### src/rtl/toothless_pkg.sv
// Shared LSU types plus the access-size helpers used to validate requests and
// to build the byte-enable and write-data lanes.
package toothless_pkg;

  typedef enum logic [1:0] {
    LSU_BYTE = 2'b00,
    LSU_HALF = 2'b01,
    LSU_WORD = 2'b10
  } lsu_type_e;

  typedef enum logic [1:0] {
    LSU_IDLE,
    LSU_WAIT_GNT,
    LSU_WAIT_RVALID
  } lsu_state_e;

  // Type 2'b11 is not a legal access size, so it is reported as misaligned.
  function automatic logic lsu_aligned(input logic [1:0] size_type, input logic [1:0] offset);
    case (size_type)
      LSU_BYTE: return 1'b1;
      LSU_HALF: return ~offset[0];
      LSU_WORD: return offset == 2'b00;
      default:  return 1'b0;
    endcase
  endfunction

  function automatic logic [3:0] lsu_be(input logic [1:0] size_type, input logic [1:0] offset);
    case (size_type)
      LSU_BYTE: return 4'b0001 << offset;
      LSU_HALF: return 4'b0011 << offset;
      default:  return 4'b1111;
    endcase
  endfunction

  function automatic logic [31:0] lsu_wdata(input logic [1:0] size_type, input logic [31:0] wdata);
    case (size_type)
      LSU_BYTE: return {4{wdata[7:0]}};
      LSU_HALF: return {2{wdata[15:0]}};
      default:  return wdata;
    endcase
  endfunction

endpackage

### src/rtl/lsu_rdata_align.sv
// Selects the addressed byte/half lane from a read word and extends it to
// 32 bits.
module lsu_rdata_align
  import toothless_pkg::*;
(
  input  logic [31:0] rdata,
  input  logic [1:0]  offset,
  input  logic [1:0]  size_type,
  input  logic        sign_ext,
  output logic [31:0] data
);

  logic [7:0]  byte_lane;
  logic [15:0] half_lane;

  always_comb begin
    byte_lane = rdata[{offset, 3'b000} +: 8];
    half_lane = rdata[{offset[1], 4'b0000} +: 16];
    data      = rdata;
    case (size_type)
      LSU_BYTE: data = {{24{sign_ext & byte_lane[7]}}, byte_lane};
      LSU_HALF: data = {{16{sign_ext & half_lane[15]}}, half_lane};
      default:  data = rdata;
    endcase
  end

endmodule

### src/rtl/load_store_unit.sv
// RV32I load/store unit: validates the request, drives one OBI req/gnt/rvalid
// transaction and returns the aligned, extended load data.
module load_store_unit
  import toothless_pkg::*;
#(
  parameter int DATA_WIDTH = 32,
  parameter int ADDR_WIDTH = 32
) (
  input  logic                    clk,
  input  logic                    rst_n,
  input  logic                    lsu_req_i,
  input  logic                    lsu_we_i,
  input  logic [1:0]              lsu_type_i,
  input  logic                    lsu_sign_ext_i,
  input  logic [ADDR_WIDTH-1:0]   lsu_addr_i,
  input  logic [DATA_WIDTH-1:0]   lsu_wdata_i,
  output logic                    lsu_busy_o,
  output logic                    lsu_rvalid_o,
  output logic [DATA_WIDTH-1:0]   lsu_rdata_o,
  output logic                    lsu_err_o,
  output logic                    lsu_misaligned_o,
  output logic                    data_req_o,
  input  logic                    data_gnt_i,
  output logic [ADDR_WIDTH-1:0]   data_addr_o,
  output logic                    data_we_o,
  output logic [DATA_WIDTH/8-1:0] data_be_o,
  output logic [DATA_WIDTH-1:0]   data_wdata_o,
  input  logic                    data_rvalid_i,
  input  logic [DATA_WIDTH-1:0]   data_rdata_i,
  input  logic                    data_err_i
);

  lsu_state_e      state, state_next;
  logic            aligned, accept, done;
  logic [1:0]      offset_q, type_q;
  logic            sign_ext_q;
  logic [31:0]     load_data;

  assign aligned = lsu_aligned(lsu_type_i, lsu_addr_i[1:0]);
  assign accept  = (state == LSU_IDLE) && lsu_req_i && aligned;
  assign done    = (state == LSU_WAIT_RVALID) && data_rvalid_i;

  always_comb begin
    state_next = state;
    data_req_o = 1'b0;
    lsu_busy_o = accept || (state != LSU_IDLE);
    case (state)
      LSU_IDLE:        if (accept) state_next = LSU_WAIT_GNT;
      LSU_WAIT_GNT: begin
        data_req_o = 1'b1;
        if (data_gnt_i) state_next = LSU_WAIT_RVALID;
      end
      LSU_WAIT_RVALID: if (data_rvalid_i) state_next = LSU_IDLE;
      default:         state_next = LSU_IDLE;
    endcase
  end

  lsu_rdata_align u_rdata_align (
    .rdata     (data_rdata_i),
    .offset    (offset_q),
    .size_type (type_q),
    .sign_ext  (sign_ext_q),
    .data      (load_data)
  );

  always_ff @(posedge clk) begin
    if (!rst_n) begin
      state            <= LSU_IDLE;
      offset_q         <= '0;
      type_q           <= '0;
      sign_ext_q       <= 1'b0;
      data_addr_o      <= '0;
      data_we_o        <= 1'b0;
      data_be_o        <= '0;
      data_wdata_o     <= '0;
      lsu_rvalid_o     <= 1'b0;
      lsu_err_o        <= 1'b0;
      lsu_rdata_o      <= '0;
      lsu_misaligned_o <= 1'b0;
    end else begin
      state            <= state_next;
      lsu_misaligned_o <= (state == LSU_IDLE) && lsu_req_i && !aligned;
      lsu_rvalid_o     <= done;
      lsu_err_o        <= done && data_err_i;
      if (accept) begin
        offset_q     <= lsu_addr_i[1:0];
        type_q       <= lsu_type_i;
        sign_ext_q   <= lsu_sign_ext_i;
        data_addr_o  <= {lsu_addr_i[ADDR_WIDTH-1:2], 2'b00};
        data_we_o    <= lsu_we_i;
        data_be_o    <= lsu_be(lsu_type_i, lsu_addr_i[1:0]);
        data_wdata_o <= lsu_wdata(lsu_type_i, lsu_wdata_i);
      end
      // Stores and errored loads return zero so the core never sees stale bus data.
      if (done) lsu_rdata_o <= (data_we_o || data_err_i) ? '0 : load_data;
    end
  end

endmodule

### config.mk
export PLATFORM = sky130hd
export DESIGN_NAME = load_store_unit
export DESIGN_NICKNAME = d
export VERILOG_FILES = /design/src/rtl/toothless_pkg.sv /design/src/rtl/lsu_rdata_align.sv /design/src/rtl/load_store_unit.sv
export SDC_FILE = /design/constraint.sdc
export NUM_CORES = 1
export LEC_CHECK = 0
export ABC_AREA = 1
export BUFFER_PORTS_ARGS = -buffer_cell sky130_fd_sc_hd__buf_2
export CAP_MARGIN = 10
export CORE_MARGIN = 4
export CORE_UTILIZATION = 45
export CTS_CLUSTER_DIAMETER = 80
export DETAILED_ROUTE_END_ITERATION = 16
export PLACE_DENSITY = 0.87
export SETUP_SLACK_MARGIN = 0.4
export SLEW_MARGIN = 5
export SYNTH_ARGS = -nofsm -noshare
export SYNTH_HDL_FRONTEND = slang
export SYNTH_SLANG_ARGS = --single-unit
### constraint.sdc
create_clock -name clk -period 1.9 [get_ports clk]
set_input_delay 0 -clock clk [delete_from_list [all_inputs] [get_ports clk]]
set_output_delay 0 -clock clk [all_outputs]
set_load 0.05 [all_outputs]
Yosys cells after proc, flatten, opt, wreduce, memory -nomap -nowiden
Index checks and enable logic that the tools add are counted.
Storage, ports and cells
  flip-flop bits (word level): 109
  bits of input ports: 106
  word-level logic and storage cells: 51
  output and inout bits: 106
Cells by class
  bitwise operators: 3
  shifts and indexed selects: 4
  reductions and logical operators: 14
  multiplexer cells: 10
  equality and inequality tests: 8
Operators by type and width (count)
  $pmux 32 s2: 2
  $mux 32: 1
  $shiftx 32x6->16: 1
  $shiftx 32x6->8: 1
  $logic_not 2->1: 4
  $pmux 4 s2: 1
  $eq 2x1->1 const B: 3
  $mux 2: 3
  $ne 2x2->1 const B: 3
  $pmux 2 s3: 1
  $logic_and 1x1->1: 5
  $eq 2x2->1 const B: 2
  $shl 1x2->4 const A: 1
  $shl 2x2->4 const A: 1
  $pmux 1 s3: 1
  $reduce_and 3->1: 1
  $and 1x1->1: 2
  $logic_or 1x1->1: 2
  $reduce_bool 2->1: 1
  $logic_not 1->1: 1
  $mux 1: 1
  $not 1->1: 1

Depth between registers and ports, before layout
  depth in word-level cells: 5
  gate-level depth with buffers: 11
  mapped depth without buffers: 9

By module
From an unflattened synthesis, not the netlist that was laid out.
Unflattened totals
  cell total of the unflattened synthesis: 737
  area total of the unflattened synthesis: 5088.6 µm²
By module, submodules not included
  load_store_unit: times used 1, sequential area each 2182.1 µm², cells each 579, area an instance 4252.8 µm²
  lsu_rdata_align: times used 1, sequential area each 0.0 µm², cells each 158, area an instance 835.8 µm²

Least setup slack after synthesis
Ideal clock, no wire load.
  kind: reg2reg
  from: register data_we_o
  to: register lsu_rdata_o[21]
  buffers on the path: 1
  required time: 1764 ps
  slack: 408 ps
  arrival: 1356 ps
  cell stages (with the launch flop): 7
  path through: dfxtp_1 -> nor2_1 -> nand2_1 -> clkbuf_1 -> nor2_1 -> nand2_2 -> a21oi_2
On the way
  cells in the longest elaborated chain, start to end: 2
Ends and longest elaborated chain
  from (decl): RTL line load_store_unit.sv:25  | output logic data_we_o,
  from (signal assigned): RTL line load_store_unit.sv:90  | data_we_o <= lsu_we_i;
  $logic_or 1x1->1: RTL line load_store_unit.sv:95  | if (done) lsu_rdata_o <= (data_we_o || data_err_i) ? '0 : load_data;
  $mux 32: RTL line load_store_unit.sv:95
  to (signal assigned): RTL line load_store_unit.sv:95
  to (decl): RTL line load_store_unit.sv:19  | output logic [DATA_WIDTH-1:0] lsu_rdata_o,
Every way passes these cells.
A chain may end at the register's enable or synchronous reset.

Worst setup path in the final report
  from: register state[0]
  to: register data_wdata_o[8]
On the way
  cells in the longest elaborated chain, start to end: 3
Ends and longest elaborated chain
  from (decl): RTL line load_store_unit.sv:33  | lsu_state_e state, state_next;
  from (signal assigned): RTL line load_store_unit.sv:81  | state <= state_next;
  $logic_not 2->1: RTL line load_store_unit.sv:40  | assign accept = (state == LSU_IDLE) && lsu_req_i && aligned;
  $logic_and 1x1->1 (2 in series): RTL line load_store_unit.sv:40
  to (signal assigned): RTL line load_store_unit.sv:92  | data_wdata_o <= lsu_wdata(lsu_type_i, lsu_wdata_i);
  to (decl): RTL line load_store_unit.sv:27  | output logic [DATA_WIDTH-1:0] data_wdata_o,
Every way passes these cells.

==> qor.csv <==
metric,value,unit
stdcell_count,1091,
rsz0062_at_grt,false,
via_per_inst,5.27,
syn_area_per_cell,7.05,sq um
hold_viol,0,
grt_overflow,0,
antenna_found_initial,1,
start_util,0.468,
fin_skew,11.8,ps
cts_root_buffer,clkbuf_8,
cts.sink_count,109,
io_buffer_count,209,
grt_pass1_wl,27.1,mm
placed_area,0.00600,sq mm
layout_common_cells,"208 x buf_2, 168 x nand2_1, 135 x nor2_1, 104 x dfxtp_1, 63 x dlygate4sd3_1",
ir_drop,0.421,mV
yosys.area.top_type_share,0.448,
crit_start,state[0]$_SDFFE_PN0P_,
power.total,5.31,mW
clock_path_buffers,2,
synth_area_leaders,"dfxtp_1 45%, nand2_1 13%, nor2_1 10%",
numPlacedInstances,1005,
synth_seq_cells,109,
slowest_stage,dfxtp_2,
hp-start,lsu_addr_i[0],
wl_per_cell,15.8,um
wl,17.2,mm
power_density,758,mW/mm^2
max_freq,702,MHz
fin_ws,475,ps
arrival,1700,ps
outcome,"finished, final reports clean",
path_cells,"inv_2, nand3_4, nor2_8, buf_4, buf_16, o21ai_1, a31oi_1",
seq_area_frac_synth,0.448,
synth-main-ff-cell,dfxtp_1,
cts_tree,built,
fin_area,0.00701,sq mm
cts-buffers-inserted,9,
antenna_left,0,
core_area,0.0104,sq mm
synth_area,0.00487,sq mm
drive_above_1_share,0.317,
drv_cap,0,
slew_viol_final,0,
dp_slack,343,ps
drc,0,
yosysTopAreaCell,dfxtp_1,
clk_latency,360,ps
layout.nets,1056,
dieArea,0.0126,sq mm
fp.dieW,112,um
final_common_cell,buf_2,
first_global_vias,5528,
grtUsageTotal,0.263,
cp_max_fo,35,
areaGrowthSynthToFinish,43.8,%
cpPeakStageDelay,350,ps
cts.clk_slew.worst_paths,100,ps
hpwl,11.0,mm
ff2ff_setup_slack,480,ps
final_util,0.673,
critPathRequiredTime,2170,ps
die_h,112,um
gp_congestion,0.905,
start_kind,flip-flop,
layout_min_cycle_time,1420,ps
synth_edf_count,0,
leakagePower,3.46,nW
vias,5750,
end_kind,flip-flop,
rows,37,
async_flop_share,0,
firstDrtPassIters,6,
yosys.cell_types.count,30,
holdCritPathClass,input port to flip-flop,
setup_viol,0,
nFillCells,842,
crit_type,flip-flop to flip-flop,
yosys_warnings,0,
htreeDepth,3,
rr_startpoint,state[0]$_SDFFE_PN0P_,
min_period_over_period,0.750,
drtIter0Drc,466,
fin_setup_tns,0,ps
synth_cells,691,
holdWs,8.17,ps
ios,212,
grt_max_degree,71,
cell type report:
cell class                 count  area [sq um]  share of cell area
antenna                        1          2.50            0.000357
clock buffer                  12           165              0.0236
clock inverter                 3          43.8             0.00625
inverter                      23           101              0.0145
multi-input combinational    518          2450               0.349
sequential                   109          2190               0.313
tap                          136           170              0.0243
timing repair buffer         288          1880               0.268
timing repair inverter         1          8.76             0.00125
routing by layer:
metal	global-route usage	wire length (um)	up-vias
li1	-	-	2755
met1	0.330	6800	2573
met2	0.412	7890	342
met3	0.0744	1660	80
met4	0.138	879	0
met5	0	0	-
cells in the mapped netlist, drive strengths merged, types with 2 or more instances:
master and number:
a21oi 60, a31oi 9, buf 23, clkbuf 21, dfxtp 109, inv 23
nand2 185, nand3 28, nor2 139, o211ai 7, o21ai 76, o22ai 2
or2 7
critical path: cells and delay by family (launching register included):
kind / cells / cell delay (ps)
AOI/OAI and AO/OA: 2 / 320
DFF: 1 / 350
buffers and inverters: 3 / 450
and+or+nand+nor: 2 / 220
path summary, 6_finish.rpt:
| kind | endpoint | depth (start not counted) |
|---|---|---|
| hold reg to reg | data_wdata_o[17]$_SDFFE_PN0P_ | 2 |
| hold / removal | data_be_o[0]$_SDFFE_PN0P_ | 4 |
| setup reg to reg | data_wdata_o[8]$_SDFFE_PN0P_ | 7 |
| setup / recovery | data_wdata_o[8]$_SDFFE_PN0P_ | 7 |
report_power, final:
| group | internal (mW) | switching (mW) | leakage [nW] |
|---|---|---|---|
| registers | 2.40 | 0.0727 | 0.891 |
| logic | 0.433 | 0.922 | 2.46 |
| clock network | 0.713 | 0.771 | 0.108 |
flip-flops by register name (all words and copies together), names as in the netlist, 2 cells and up:
name / count
data_wdata_o: 32
lsu_rdata_o: 32
data_addr_o: 30
data_be_o: 4
offset_q: 2
state: 2
type_q: 2
logic make-up after synthesis:
family,Yosys count,synth area share
simple gates,360,0.310
other cells,1,0.000770
flops,109,0.448
compound gates,154,0.175
buf+inv,67,0.0668
what timing repair did:
item,in CTS,in global routing
endpoints found under the hold margin,70,0
hold buffers,63,0
pin swaps,1,3
cloned,0,4
buffers inserted,2,1
setup endpoints to repair,81,67
resized for setup,5,21
(Power assumes the default switching activity.)
